==> config.mk <==
export PLATFORM = sky130hd
export DESIGN_NAME = iir_out_fifo
export DESIGN_NICKNAME = d
export VERILOG_FILES = /design/src/rtl/iir_out_fifo.sv
export SDC_FILE = /design/constraint.sdc
export NUM_CORES = 1
export LEC_CHECK = 0
export ABC_AREA = 1
export CAP_MARGIN = 20
export CELL_PAD_IN_SITES_DETAIL_PLACEMENT = 0
export CELL_PAD_IN_SITES_GLOBAL_PLACEMENT = 1
export CORE_MARGIN = 2
export CORE_UTILIZATION = 47
export DETAILED_ROUTE_END_ITERATION = 6
export GPL_TIMING_DRIVEN = 0
export PLACE_DENSITY_LB_ADDON = 0.25
export RECOVER_POWER = 100
export SYNTH_ARGS = -nofsm -noshare
export SYNTH_HDL_FRONTEND = slang
export SYNTH_SLANG_ARGS = --single-unit
==> constraint.sdc <==
create_clock -name CLK -period 3.1 [get_ports CLK]
set_input_delay 0.31 -clock CLK [delete_from_list [all_inputs] [get_ports CLK]]
set_output_delay 0.31 -clock CLK [all_outputs]
set_load 0.01 [all_outputs]
==> src/rtl/iir_out_fifo.sv <==
// rtl/iir_out_fifo.sv - first-word-fall-through output buffer behind the myiir filter
//
// Purpose: captures the filter's non-backpressured sample stream and presents
// it to a consumer through a valid/ready handshake. It absorbs short consumer
// stalls and reports dropped samples through a sticky overrun flag.
//
// Ports:
//   CLK      in   system clock, rising edge
//   RST_n    in   asynchronous active-low reset
//   DIN      in   NB-bit sample from the filter
//   VIN      in   sample valid from the filter
//   RDY      in   consumer ready
//   OVF_CLR  in   synchronous clear of OVF
//   DOUT     out  head-of-queue sample, 0 when VOUT=0
//   VOUT     out  head sample valid (queue non-empty)
//   FULL     out  COUNT == DEPTH
//   EMPTY    out  COUNT == 0
//   COUNT    out  number of stored samples
//   OVF      out  sticky overrun flag
module iir_out_fifo #(
  parameter int NB    = 13,
  parameter int DEPTH = 8
) (
  input  logic                       CLK,
  input  logic                       RST_n,
  input  logic [NB-1:0]              DIN,
  input  logic                       VIN,
  input  logic                       RDY,
  input  logic                       OVF_CLR,
  output logic [NB-1:0]              DOUT,
  output logic                       VOUT,
  output logic                       FULL,
  output logic                       EMPTY,
  output logic [$clog2(DEPTH):0]     COUNT,
  output logic                       OVF
);

  localparam int AW = $clog2(DEPTH);
  localparam logic [AW:0] PTR_ONE  = (AW+1)'(1);
  localparam logic [AW:0] FULL_CNT = (AW+1)'(DEPTH);

  logic [NB-1:0] mem [DEPTH];
  logic [AW:0]   wr_ptr;
  logic [AW:0]   rd_ptr;
  logic          rd_en;
  logic          wr_en;
  logic          overrun;

  // Pointers carry one extra MSB so that equal low bits with differing MSB
  // means full; the difference is therefore the occupancy directly.
  assign COUNT = wr_ptr - rd_ptr;
  assign EMPTY = (wr_ptr == rd_ptr);
  assign FULL  = (COUNT == FULL_CNT);
  assign VOUT  = ~EMPTY;
  assign DOUT  = VOUT ? mem[rd_ptr[AW-1:0]] : '0;

  // A pop frees a slot in the same cycle, so a full queue still accepts a
  // write when the consumer is reading.
  assign rd_en   = VOUT & RDY;
  assign wr_en   = VIN & (~FULL | rd_en);
  assign overrun = VIN & FULL & ~rd_en;

  always_ff @(posedge CLK or negedge RST_n) begin
    if (!RST_n) begin
      wr_ptr <= '0;
      rd_ptr <= '0;
    end else begin
      if (wr_en) wr_ptr <= wr_ptr + PTR_ONE;
      if (rd_en) rd_ptr <= rd_ptr + PTR_ONE;
    end
  end

  // Storage is not reset; stale entries are unreachable once pointers clear.
  always_ff @(posedge CLK) begin
    if (wr_en) mem[wr_ptr[AW-1:0]] <= DIN;
  end

  // Set has priority over clear so a coincident overrun is never lost.
  always_ff @(posedge CLK or negedge RST_n) begin
    if (!RST_n) begin
      OVF <= 1'b0;
    end else if (overrun) begin
      OVF <= 1'b1;
    end else if (OVF_CLR) begin
      OVF <= 1'b0;
    end
  end

endmodule

==> results of run 1 <==
-- worst max-delay path, delay by kind of cell, from the launching register on --
family,cells,cell delay [ps]
adders and majority gates,2,750
buffers and inverters,2,620
DFF,1,400
and+or+nand+nor,3,390
-- layout by cell type, fill, tap and decap left out, drive strengths merged --
cell,n
edfxtp,104
nor2,103
o21ai,52
nand2,37
clkbuf,31
dlygate4sd3,24
buf,22
inv,16
o22ai,14
o211ai,13
nand3,12
clkdlybuf4s50,11
dfrtp,9
clkinv,7
xor2,5
ha,5
bufinv,3
a21oi,2
xnor2,1
and2,1
mux2,1
fa,1
clkinvlp,1
dlymetal6s2s,1
clkdlybuf4s25,1
-- repair_timing --
| item | CTS | global route |
|---|---|---|
| endpoints found under the setup margin | 20 | 18 |
| gates resized for setup | 8 | 10 |
| setup buffers | 0 | 3 |
| gates cloned | 0 | 0 |
| endpoints found under the hold margin | 0 | 0 |
-- power by group through the flow --
stage / combinational [mW] / clock, mW / sequential (mW)
3_3_place_gp: 2.80 / 0 / 2.07
3_5_place_dp: 2.89 / 0 / 2.07
5_1_grt: 3.09 / 1.94 / 2.07
4_1_cts: 2.93 / 1.87 / 2.05
6_report: 2.81 / 1.85 / 2.04
2_1_floorplan: 1.69 / 0 / 2.05
-- logic make-up after synthesis --
kind of cell | share of synthesized area (%)
AOI/OAI and AO/OA | 9.48
and+or+nand+nor | 14.5
buffers and inverters | 3.28
adders and majority gates | 1.72
DFF | 69.7
muxes | 0.234
xor gates and xnor gates | 1.09
-- per-layer routing --
layer | wire (um) | track usage, % | up-vias
li1 | - | - | 1542
met1 | 5030 | 30.4 | 1536
met2 | 4990 | 30.5 | 136
met3 | 829 | 6.11 | 12
met4 | 153 | 8.57 | 0
met5 | 0 | 0 | -
-- worst min path at each step --
stage,to,slack [ps],depth (start not counted)
6_report,wr_ptr[2],190,1
3_5_place_dp,wr_ptr[3],510,2
2_1_floorplan,OVF,10,0
3_3_place_gp,wr_ptr[3],510,2
5_1_grt,OVF,200,1
4_1_cts,OVF,110,1
-- state kept, by name, indices dropped and copies added, names as in the netlist --
| register | flops |
|---|---|
| mem | 104 |
| wr_ptr | 4 |
| rd_ptr | 4 |
| OVF | 1 |
-- through the flow --
| stage | hold slack [ps] | util [%] |
|---|---|---|
| after floorplan | 14.4 | - |
| after global placement | 513 | 54.2 |
| after detailed placement | 514 | 55.1 |
| after CTS | 109 | 61.1 |
| after global routing | 199 | 60.9 |
| final | 187 | 60.9 |
-- area by class of cell --
type	count	share of cell area (%)
Sequential cell	113	55.8
Multi-Input combinational cell	247	21.2
Timing Repair Buffer	49	7.83
Clock buffer	20	7.08
Tap cell	133	2.77
Clock inverter	12	2.33
Buffer	21	2.02
Inverter	15	0.978
==> metrics.txt, run 1 <==
# TYPE chip_impl_metric gauge
chip_impl_metric{name="setup_viol_count_final",unit=""} 0
chip_impl_metric{name="detailed_place_hpwl",unit="um"} 7260
chip_impl_metric{name="post_synth_edffs",unit=""} 104
chip_impl_metric{name="synth.lib_cells_used.distinct",unit=""} 28
chip_impl_metric{name="layout.nets",unit=""} 488
chip_impl_metric{name="wire_length_of_the_first_global_routing_pass",unit="um"} 16900
chip_impl_metric{name="synth.ff_latch_count",unit=""} 113
chip_impl_metric{name="syn-instance-count",unit=""} 396
chip_impl_metric{name="largest_net_degree_at_the_start_of_global_routing",unit=""} 17
chip_impl_metric{name="multi_input_comb_area",unit="um2"} 1280
chip_impl_metric{name="drt.antenna.violating_nets",unit=""} 0
chip_impl_metric{name="dp_worst_setup_slack",unit="ps"} -8.09
chip_impl_metric{name="vdd_ir_drop_max",unit="V"} 0.000520
chip_impl_metric{name="path_clk_slew",unit="ps"} 50
chip_impl_metric{name="hold_violations",unit=""} 0
chip_impl_metric{name="share_comb_of_total_power",unit="%"} 41.9
chip_impl_metric{name="num_vias",unit=""} 3226
chip_impl_metric{name="timing.final.ws_setup",unit="ps"} 117
chip_impl_metric{name="final.period_utilization",unit="%"} 96.2
chip_impl_info{name="worst_setup_path_start_kind",value="flip-flop"} 1
chip_impl_metric{name="cts_made_buffers",unit=""} 17
chip_impl_metric{name="clock_power_share",unit="%"} 27.6
chip_impl_metric{name="drt_pre_antenna_iters",unit=""} 5
chip_impl_metric{name="setup_tns",unit="ps"} 0
chip_impl_metric{name="p_total",unit="mW"} 6.70
chip_impl_info{name="root_buffer_cell",value="clkbuf_8"} 1
chip_impl_metric{name="mappedNetlistArea",unit="um2"} 4800
chip_impl_metric{name="coreArea",unit="um2"} 9860
chip_impl_metric{name="insertion_delay",unit="ps"} 510
chip_impl_metric{name="dp_cells",unit=""} 575
chip_impl_info{name="regToRegStartpoint",value="rd_ptr[1]"} 1
chip_impl_metric{name="overflow",unit=""} 0
chip_impl_metric{name="power.internal",unit="mW"} 4.28
chip_impl_metric{name="netSwitchingFraction",unit="%"} 36.2
chip_impl_info{name="hold_path_class",value="in -> async"} 1
chip_impl_metric{name="synthArstFlopShare",unit="%"} 7.96
chip_impl_metric{name="gp_congestion",unit=""} 0.813
chip_impl_metric{name="slew_headroom",unit="%"} 52.3
chip_impl_metric{name="area_delta_synth_final",unit="%"} 25.2
chip_impl_metric{name="synth.net_count",unit=""} 420
chip_impl_metric{name="timing_max_transition_violations_final",unit=""} 0
chip_impl_metric{name="avgRoutedWirePerCell",unit="um"} 18.0
chip_impl_info{name="timing_worst_setup_path_type",value="reg -> out"} 1
chip_impl_info{name="cp_cell_sequence",value="inv_1 > ha_1 > fa_1 > nand2_1 > nor2_2 > and2_2 > clkdlybuf4s50_1"} 1
chip_impl_info{name="post_synth_most_frequent_cells",value="104 x edfxtp_1, 101 x nor2_1, 48 x o21ai_0"} 1
chip_impl_metric{name="finish.instance_area",unit="um2"} 6010
chip_impl_info{name="critPathSlowestCell",value="fa_1"} 1
chip_impl_info{name="worst_r2r_endpoint",value="mem[4][4]"} 1
chip_impl_metric{name="initial_util",unit="%"} 48.7
chip_impl_metric{name="cts-root-to-sink-buffers",unit=""} 2
chip_impl_metric{name="antenna_found_initial",unit=""} 0
chip_impl_info{name="synth_top_cells_by_area",value="edfxtp_1 65%, nor2_1 7.9%, o21ai_0 5.0%"} 1
chip_impl_metric{name="via_per_inst",unit=""} 5.29
chip_impl_metric{name="fin_cells",unit=""} 610
chip_impl_info{name="tritoncts",value="done"} 1
chip_impl_metric{name="fillerInstances",unit=""} 808
chip_impl_metric{name="synth-seq-area-share",unit="%"} 69.7
chip_impl_metric{name="p_per_area",unit="nW/um2"} 1120
chip_impl_metric{name="worst-r2r-setup-slack",unit="ps"} 210
chip_impl_metric{name="sequentialPowerShare",unit="%"} 30.5
chip_impl_info{name="timing.critical_path.to",value="FULL"} 1
chip_impl_metric{name="clock.fmax",unit="GHz"} 0.335
chip_impl_info{name="cp-end-kind",value="output pin"} 1
chip_impl_metric{name="yosysWarnings",unit=""} 0
chip_impl_metric{name="syn-mean-instance-area",unit="um2"} 12.1
chip_impl_info{name="most_numerous_cell_in_the_yosys_netlist",value="edfxtp_1"} 1
chip_impl_metric{name="yosys.area.top_type_share",unit="%"} 65.0
chip_impl_metric{name="die_width",unit="um"} 105
chip_impl_metric{name="netSwitchingPower",unit="mW"} 2.42
chip_impl_info{name="yosys.area.top_type",value="edfxtp_1"} 1
chip_impl_metric{name="post_cts_hold_buffer_count",unit=""} 0
chip_impl_metric{name="biggest_cell_delay_along_the_critical_path",unit="ps"} 520
chip_impl_metric{name="timing.critical_path.arrival",unit="ps"} 2670
chip_impl_metric{name="clock-sinks",unit=""} 113
chip_impl_metric{name="floorplan.rows",unit=""} 36
chip_impl_metric{name="wirelength",unit="um"} 11000
chip_impl_metric{name="storage_cell_area",unit="um2"} 3350
chip_impl_metric{name="critPathRequiredTime",unit="ps"} 2790
chip_impl_metric{name="drive_above_1_share",unit="%"} 16.6
chip_impl_metric{name="drcViolationCount",unit=""} 0
chip_impl_metric{name="first_global_vias",unit=""} 3034
chip_impl_metric{name="detail_route.iter0.violations",unit=""} 301
chip_impl_metric{name="dpl-instance-area",unit="um2"} 5440
chip_impl_metric{name="antenna-diode-count",unit=""} 0
chip_impl_metric{name="timing.final.crit_period",unit="ps"} 2980
chip_impl_metric{name="design.die.area",unit="um2"} 11000
chip_impl_metric{name="grt.total_usage",unit="%"} 21.2
chip_impl_metric{name="max_slew.worst_pin.slew",unit="ps"} 715
chip_impl_metric{name="reg2regPathDepth",unit=""} 11
chip_impl_metric{name="die_h",unit="um"} 105
chip_impl_metric{name="crit_path_max_fanout",unit=""} 6
chip_impl_metric{name="worst_clock_skew",unit="ps"} 6.89
chip_impl_info{name="status",value="finished clean"} 1
chip_impl_info{name="dominantRegCellSynth",value="edfxtp_1"} 1
chip_impl_info{name="startpoint",value="wr_ptr[0]"} 1
chip_impl_metric{name="buffer_ports.inserted",unit=""} 38
chip_impl_metric{name="cap_violations",unit=""} 0
chip_impl_metric{name="top_level_ports",unit=""} 39
chip_impl_info{name="grt_setup_unrepaired",value="no"} 1
chip_impl_metric{name="leakage",unit="nW"} 2.23
chip_impl_metric{name="htree_levels",unit=""} 4
Note: power is estimated with default switching activity, not from simulation.
==> run 2: changes to the inputs <==
TNS_END_PERCENT = 5   (was unset)
==> run 2 against run 1 <==
Net effect: flip-flop and latch count is the same; global-route usage is the same; maximum frequency is essentially flat; first-iteration DRC count grew 3.3%; worst setup slack lost 2.5 ps; critical path type unchanged; hold slack lost 2.9 ps.
==> metrics.txt, run 2 (same netlist as run 1, synthesis figures left out) <==
# TYPE chip_impl_metric gauge
chip_impl_metric{name="clock-sinks",unit=""} 113
chip_impl_metric{name="drt_pre_antenna_iters",unit=""} 4
chip_impl_metric{name="biggest_cell_delay_along_the_critical_path",unit="ps"} 520
chip_impl_metric{name="max_slew.worst_pin.slew",unit="ps"} 721
chip_impl_metric{name="hold-worst-slack",unit="ps"} 184
chip_impl_metric{name="largest_register_ffs",unit=""} 104
chip_impl_info{name="cp_cell_sequence",value="inv_2 > ha_1 > fa_1 > nand2_1 > nor2_2 > and2_2 > clkdlybuf4s50_1"} 1
chip_impl_metric{name="wirelength",unit="um"} 11000
chip_impl_metric{name="die_h",unit="um"} 105
chip_impl_metric{name="storage_cell_area",unit="um2"} 3350
chip_impl_info{name="most-common-layout-cells",value="104 x edfxtp_1, 101 x nor2_1, 48 x o21ai_0, 26 x nand2_1, 20 x dlygate4sd3_1"} 1
chip_impl_metric{name="cap_violations",unit=""} 0
chip_impl_metric{name="final_core_utilization",unit="%"} 60.8
chip_impl_metric{name="fillerInstances",unit=""} 812
chip_impl_metric{name="coreArea",unit="um2"} 9860
chip_impl_metric{name="p_per_area",unit="nW/um2"} 1120
chip_impl_metric{name="antenna-diode-count",unit=""} 0
chip_impl_metric{name="slew_headroom",unit="%"} 51.9
chip_impl_info{name="worst_setup_path_start_kind",value="flip-flop"} 1
chip_impl_metric{name="setup_viol_count_final",unit=""} 0
chip_impl_info{name="critPathSlowestCell",value="fa_1"} 1
chip_impl_metric{name="multi_input_comb_area",unit="um2"} 1280
chip_impl_metric{name="die_width",unit="um"} 105
chip_impl_metric{name="wire_length_of_the_first_global_routing_pass",unit="um"} 16900
chip_impl_metric{name="worst_clock_skew",unit="ps"} 6.97
chip_impl_metric{name="gp_congestion",unit=""} 0.813
chip_impl_info{name="root_buffer_cell",value="clkbuf_8"} 1
chip_impl_metric{name="critPathRequiredTime",unit="ps"} 2790
chip_impl_metric{name="drt.antenna.violating_nets",unit=""} 0
chip_impl_metric{name="overflow",unit=""} 0
chip_impl_info{name="status",value="finished clean"} 1
chip_impl_info{name="timing_worst_setup_path_type",value="reg -> out"} 1
chip_impl_metric{name="path_clk_slew",unit="ps"} 50
chip_impl_metric{name="crit_path_max_fanout",unit=""} 7
chip_impl_metric{name="cts_made_buffers",unit=""} 17
chip_impl_metric{name="hold_violations",unit=""} 0
chip_impl_metric{name="antenna_found_initial",unit=""} 0
chip_impl_metric{name="initial_util",unit="%"} 48.7
chip_impl_metric{name="cts-root-to-sink-buffers",unit=""} 2
chip_impl_metric{name="detailed_place_hpwl",unit="um"} 7260
chip_impl_metric{name="cts_setup_buffers",unit=""} 0
chip_impl_metric{name="clock.fmax",unit="GHz"} 0.335
chip_impl_metric{name="area_delta_synth_final",unit="%"} 24.8
chip_impl_metric{name="vdd_ir_drop_max",unit="V"} 0.000508
chip_impl_info{name="cp-end-kind",value="output pin"} 1
chip_impl_metric{name="drive_above_1_share",unit="%"} 16.2
chip_impl_info{name="hold_path_class",value="in -> async"} 1
chip_impl_metric{name="top_level_ports",unit=""} 39
chip_impl_metric{name="leakage",unit="nW"} 2.21
chip_impl_metric{name="htree_levels",unit=""} 4
chip_impl_metric{name="avgRoutedWirePerCell",unit="um"} 18.1
chip_impl_metric{name="drcViolationCount",unit=""} 0
chip_impl_metric{name="floorplan.rows",unit=""} 36
chip_impl_metric{name="largest_net_degree_at_the_start_of_global_routing",unit=""} 17
chip_impl_metric{name="buffer_ports.inserted",unit=""} 38
chip_impl_metric{name="timing_max_transition_violations_final",unit=""} 0
chip_impl_metric{name="design.die.area",unit="um2"} 11000
chip_impl_metric{name="insertion_delay",unit="ps"} 510
chip_impl_metric{name="first_global_vias",unit=""} 3034
chip_impl_metric{name="grt.total_usage",unit="%"} 21.2
chip_impl_metric{name="timing.final.crit_period",unit="ps"} 2990
chip_impl_metric{name="num_vias",unit=""} 3217
chip_impl_info{name="tritoncts",value="done"} 1
chip_impl_metric{name="timing.critical_path.arrival",unit="ps"} 2680
chip_impl_metric{name="layout.nets",unit=""} 485
chip_impl_metric{name="via_per_inst",unit=""} 5.30
chip_impl_info{name="most_common_library_cell_in_the_layout_ignoring_fill_and_taps",value="edfxtp_1"} 1
chip_impl_metric{name="final.period_utilization",unit="%"} 96.3
chip_impl_metric{name="detail_route.iter0.violations",unit=""} 311
chip_impl_info{name="grt_setup_unrepaired",value="no"} 1
## run 2: repair_timing
action / 4_1_cts / 5_1_grt
hold buffers: 0 / 0
resized for setup: 8 / 12
pin swaps: 0 / 1
setup endpoints to repair: 20 / 18
hold endpoints to repair: 0 / 0
## run 2: layout make-up
cell class	instances	share of cell area (%)
buffer	21	2.02
clock buffer	20	7.10
clock inverter	12	2.34
inverter	15	0.981
multi-input combinational	247	21.3
sequential	113	55.9
tap	133	2.78
timing repair buffer	46	7.58
## run 2: layer usage
layer  wire length, um  GRT usage (%)  share of wire [%]
met4               153           8.57                1.4
met3               862           6.11                7.8
met1              5030           30.4                 46
met5                 0              0                  0
met2              4960           30.5                 45
## run 2: where the power goes
part / total (mW) / switching [mW] / internal (mW)
Sequential: 2.05 / 0.107 / 1.94
Combinational: 2.79 / 1.68 / 1.11
Clock: 1.86 / 0.643 / 1.21
## run 2: path summary, 6_finish.rpt
kind | start | slack [ps] | to | cells after the start
max in group asynchronous | RST_n | 2580 | rd_ptr[1] | 1
worst min-delay path | RST_n | 180 | wr_ptr[2] | 1
min in group CLK | OVF_CLR | 380 | OVF | 2
worst max-delay path | wr_ptr[0] | 110 | FULL | 7
worst min register to register | wr_ptr[3] | 520 | wr_ptr[3] | 2
worst max register to register | rd_ptr[1] | 150 | mem[7][1] | 11
## run 2: critical path, delay by kind of cell (launching register included)
family	cells	cell delay [ps]
AND/OR/NAND/NOR	3	390
flip-flops	1	430
buffers and inverters	2	600
adder cells (fa/ha/maj)	2	740
## run 2: per-stage QoR
stage / worst slack, ps / cell area (um2) / cells / setup TNS (ps) / power (mW)
2_1_floorplan: 305 / 4800 / 396 / 0 / 3.74
3_3_place_gp: -331 / 5350 / 567 / -27970 / 4.88
3_5_place_dp: -8.09 / 5440 / 575 / -46.6 / 4.96
4_1_cts: 2.73 / 6020 / 607 / 0 / 6.85
5_1_grt: 2.34 / 5990 / 607 / 0 / 7.10
6_report: 114 / 5990 / 607 / 0 / 6.70
==> RTL edit 1 (settings of run 1) <==
`NB`: 13 -> 12.
--- a/src/rtl/iir_out_fifo.sv
+++ b/src/rtl/iir_out_fifo.sv
@@ -20,3 +20,3 @@
 module iir_out_fifo #(
-  parameter int NB    = 13,
+  parameter int NB    = 12,
   parameter int DEPTH = 8
Interface: changed (resized DIN and DOUT); port bits go from 39 to 37. No check against the original RTL was run, so the function may have changed too.
==> RTL edit 1 against run 1 <==
Final area decreased by 13%. Power decreased by 20%. Sequential power decreased by 6%. Wire length decreased by 6.4%. Non-clock buffer count decreased by 7. Critical endpoint is now DOUT[3]. Critical path depth increased by 3. Worst setup slack got worse by 0.010 ns. Synthesized area decreased by 7.0%. Sequential cell count decreased by 8. Clock skew increased by 0.0029 ns.
==> RTL edit 1: results (changes against run 1) <==
** Outcome
- Result of the run :: finished, final reports clean

** Placed design
- Worst slack at placement :: -0.151 ns (-0.143 ns)

** Clocking
- Number of H-tree levels :: 3 (-1)
- The post-CTS setup buffer count came to 1 (+1).
- The clock input transition at the sequential cells of the worst setup and hold paths was 0.10 ns (+0.05 ns).
- The clock latency reported for the late side of the worst-skew pair was 0.36 ns (-0.15 ns).
- The number of gates resized after CTS is 1 (-7).

** GRT
- The via count of the first global-routing pass came to 2741 (-9.7%).
- The first-pass GRT wire length came to 15.6 mm (-7.5%).
- Met1 usage in global routing :: 31.7% (+1.3 points)

** Routing
- The overall routed net length came to 10.3 mm (-6.4%).

** Yosys
- The share of flip-flops with an asynchronous set or reset is 8.57% (+0.61 points).
- The number of enable-type register cells in the synthesized netlist was 96 (-7.7%).
- Post-synth cell types :: 27 (-3.6%)
- The total nets after synthesis is 396 (-5.7%).

** Setup path
- Among cell families on the critical path, the largest total delay comes from buffers and inverters.
- In this run the critical register-to-register path is captured at mem[3][5].
- Data arrival time of the critical path :: 2.68 ns (about the same)
- Cell count of the worst reg-to-reg path :: 9 (-2)
- The largest stage delay on the critical path is 0.58 ns (+0.06 ns).

** Layout
- The total number of multi-input combinational cells came to 233 (-5.7%).
- Count of clock-net buffers in the final layout :: 9 (-55%)
- Clock network contribution to total cell area :: 3.57% (-5.8 points)
- The fraction of cell area in non-clock buffers is 10.2% (+0.40 points).
- The ratio of cells with drive above 1 in the final layout is 11.6% (-5.0 points).
- Number of nets in the final layout :: 450 (-7.8%)
- Largest register FFs :: 96 (-7.7%)

** STA
- The worst clock skew is 0.00982 ns (+0.00292 ns).

** Power
- The maximum vdd drop is 0.425 mV (-18%).
==> RTL edit 1: cell count changes in the layout (fill, tap and decap cells not counted), moves of 5 or more <==
cell,run 1,this run
clkbuf_16,16,0
clkbuf_8,1,9
edfxtp_1,104,96
o21ai_0,48,41
clkinv_2,6,0
nand2_1,26,32
nand2_2,8,2
nor2_1,101,95
clkdlybuf4s50_1,11,16
dlygate4sd3_1,24,19
==> RTL edit 1: logic make-up after synthesis <==
group,Yosys count,share of synthesized area (%)
simple gates,145,14.0
flops,105,69.6
compound gates,75,9.45
buf+inv,35,3.64
xor+xnor,6,1.18
fa+ha+maj,6,1.85
mux,1,0.252
==> RTL edit 1: per-stage QoR <==
step | std cells | total power, mW | util (%) | setup TNS [ns] | area, um^2
global placement | 538 | 4.61 | 54.0 | -35.07 | 4990
floorplan | 373 | 3.50 | - | 0 | 4460
global route | 561 | 5.74 | 56.6 | 0 | 5230
CTS | 562 | 5.50 | 57.0 | 0 | 5260
detailed placement | 546 | 4.69 | 54.9 | -3.24 | 5070
finish | 561 | 5.38 | 56.6 | 0 | 5230
==> RTL edit 1: per-layer routing <==
layer | routed length, um | part of all wire (%) | vias to the layer above
li1 | - | - | 1415
met4 | 105 | 1.0 | 0
met5 | 0 | 0 | -
met2 | 4920 | 48 | 96
met1 | 4600 | 45 | 1448
met3 | 686 | 6.7 | 9
==> RTL edit 1: how the worst min path moves through the flow <==
stage	slack (ns)	endpoint	cells past startpoint	start
after global routing	0.34	wr_ptr[1]	1	RST_n
after CTS	0.25	rd_ptr[3]	1	RST_n
after floorplan	0.01	OVF	0	RST_n
after global placement	0.50	wr_ptr[3]	2	wr_ptr[3]
after detailed placement	0.50	wr_ptr[3]	2	wr_ptr[3]
final	0.31	rd_ptr[0]	1	RST_n
==> RTL edit 2 (config.mk and constraints of run 1) <==
Made on the original files. Register the output `COUNT`, without a reset; this adds one clock of latency there. The other outputs are not delayed to match.
--- a/src/rtl/iir_out_fifo.sv
+++ b/src/rtl/iir_out_fifo.sv
@@ -41,2 +41,4 @@
 
+  logic [$clog2(DEPTH):0] COUNT_d;
+
   logic [NB-1:0] mem [DEPTH];
@@ -50,5 +52,5 @@
   // means full; the difference is therefore the occupancy directly.
-  assign COUNT = wr_ptr - rd_ptr;
+  assign COUNT_d = wr_ptr - rd_ptr;
   assign EMPTY = (wr_ptr == rd_ptr);
-  assign FULL  = (COUNT == FULL_CNT);
+  assign FULL  = (COUNT_d == FULL_CNT);
   assign VOUT  = ~EMPTY;
@@ -88,2 +90,6 @@
 
+  always_ff @(posedge CLK) begin
+    COUNT <= COUNT_d;
+  end
+
 endmodule
Behaviour: not the same (Yosys sat finds a counterexample within 4 cycles, from zero or initial values and one cycle with RST_n low).
==> RTL edit 2 against run 1 <==
Worst setup slack worse by 0.0067 ns. Clock power up 18%. Wire length up 7.5%. Power up 6.1%. Final area up 2.9%. Critical path type unchanged. Sequential cell count up 4. Critical path depth unchanged. Synthesized area up 1.7%.
==> RTL edit 2: results (changes against run 1) <==
** Clocking
- Clock root buffer :: clkbuf_8
- The clock buffer count from CTS came to 17 (unchanged).
- Number of H-tree levels :: 4 (unchanged)
- The later pin in the worst-skew pair is clocked with a latency of between 0.5 and 0.6 ns.
- Max Root-Sink Buffers :: 2 (unchanged)

** Power
- The internal power consumption came to 4.59 mW (+7.2%).
- Maximum resistive drop on vdd :: 0.510 mV (-1.9%)
- The combinational power share came to 39.2% (-2.7 points).
- Total Power Consumption :: 7.11 mW (+6.1%)
- The leakage power of the design came to 2.29 nW (+2.4%).
- The sequential logic power came to 2.13 mW (+4%).

** Routing
- The detailed-route wire length per cell was 19.2 um (+6.6%).
- The routed length on met3 came to 773 um (-6.8%).
- The length of routed wiring on met1 was 5.10 mm (+1.3%).
- The met2 wire length came to 5.77 mm (+15%).
- Wirelength, routed :: 11.8 mm (+7.5%)
- The detailed-route DRC error count came to 0 (unchanged).
- Iter 0 DRT Violations :: 263 (-13%)
- Via Count :: 3344 (+3.7%)

** Yosys
- Multiplexer share of the synthesized area :: 0.231% (-0.0038 points)
- Synthesis Warnings :: 0 (unchanged)
- The parity-gate share of the synthesized area counting xor and xnor cells came to 1.08% (-0.018 points).
- Number of nets in the synthesized netlist :: 424 (+0.95%)
- The share of flip-flops with an asynchronous set or reset was 7.69% (-0.27 points).
- Ranking of synthesized cells by area :: edfxtp_1, nor2_1, o21ai_0, dfrtp_1, o211ai_1
- Compound-gate portion of the synthesized area :: 9.33% (-0.16 points)
- The register area share after synthesis was 70.2% (+0.50 points).
- Synthesized instance count :: 400 (+1.0%)
- Post-synth cell types :: 29 (+3.6%)
- Synth Area in Adders :: 1.69% (-0.028 points)
- By count the netlist is led by edfxtp_1, nor2_1, o21ai_0.

** Layout
- Filler cell count :: 836 (+3.5%)
- Layout cell share with drive strength beyond 1 :: 16.7% (+0.14 points)
- Number of nets in the final layout :: 490 (+0.41%)

** Placed design
- The sum of net half-perimeters after detailed placement was 7.49 mm (+3.0%).
- Total of buffers placed on input and output ports :: 38 (unchanged)
- The final weighted congestion of routability-driven global placement was 0.772 (-5.0%).
- Area of placed instances :: 0.00551 mm^2 (+1.2%)
- Worst slack at placement :: -0.0585 ns (-0.0504 ns)
- The post-placement cell count is 580 (+0.87%).

** GRT
- The first-pass GRT wire length is 18.1 mm (+6.9%).
- The met1 routing resource usage after global routing is 30.4% (+0.040 points).
- The met3 track demand over resource came to 5.70% (-0.41 points).
- Number of global-route vias before repair :: 3193 (+5.2%)
- Total GRT Usage :: 22.6% (+1.4 points)
- Pin count of the biggest net entering global routing :: 17 (unchanged)
- The number of antenna violations at the first check in global routing was 0 (unchanged).
- The met2 track demand over resource in global routing came to 36.2% (+5.7 points).

** Outcome
- The run finished with clean final reports.

** STA
- The max-slew headroom at the worst pin came to 34.2% (-18 points).
- Final setup skew :: 0.00742 ns (+0.000529 ns)

** Setup path
- Largest fanout of any net on the critical path :: 6 (unchanged)
- The signal arrival time at the worst endpoint came to 2.68 ns (about the same).
## RTL edit 2: cell count changes after synthesis
cell     change
dfxtp_1      +4
## RTL edit 2: worst max-delay path, stage by stage (launching register included)
cell and delay (ns):
dfrtp_2 0.42, inv_2 0.08, ha_1 0.23, fa_1 0.52
nand2_1 0.10, nor2_4 0.14, and2_2 0.14, clkdlybuf4s50_1 0.52
## RTL edit 2: final timing paths
| kind | startpoint | endpoint | slack [ns] | cells after the start |
|---|---|---|---|---|
| min in group CLK | OVF_CLR | OVF | 0.36 | 2 |
| max in group asynchronous | RST_n | rd_ptr[1] | 2.58 | 1 |
| worst min register to register | wr_ptr[3] | wr_ptr[3] | 0.50 | 2 |
| worst max register to register | wr_ptr[0] | mem[5][6] | 0.18 | 9 |
| worst max-delay path | wr_ptr[0] | FULL | 0.11 | 7 |
| worst min-delay path | RST_n | OVF | 0.17 | 1 |
## RTL edit 2: area by class of cell
| type | instances | area, um^2 | area share, % |
|---|---|---|---|
| Buffer | 21 | 124 | 2.00 |
| Clock buffer | 17 | 414 | 6.69 |
| Clock inverter | 15 | 248 | 4.00 |
| Inverter | 15 | 58.8 | 0.950 |
| Multi-Input combinational cell | 247 | 1290 | 20.8 |
| Sequential cell | 117 | 3430 | 55.5 |
| Tap cell | 136 | 170 | 2.75 |
| Timing Repair Buffer | 47 | 454 | 7.34 |
## RTL edit 2: kinds of logic after synthesis
group / Yosys count
AND/OR/NAND/NOR: 153
AO/OA/AOI/OAI: 81
multiplexers: 1
buffers and inverters: 36
XOR/XNOR: 6
adder cells (fa/ha/maj): 6
flip-flops: 117
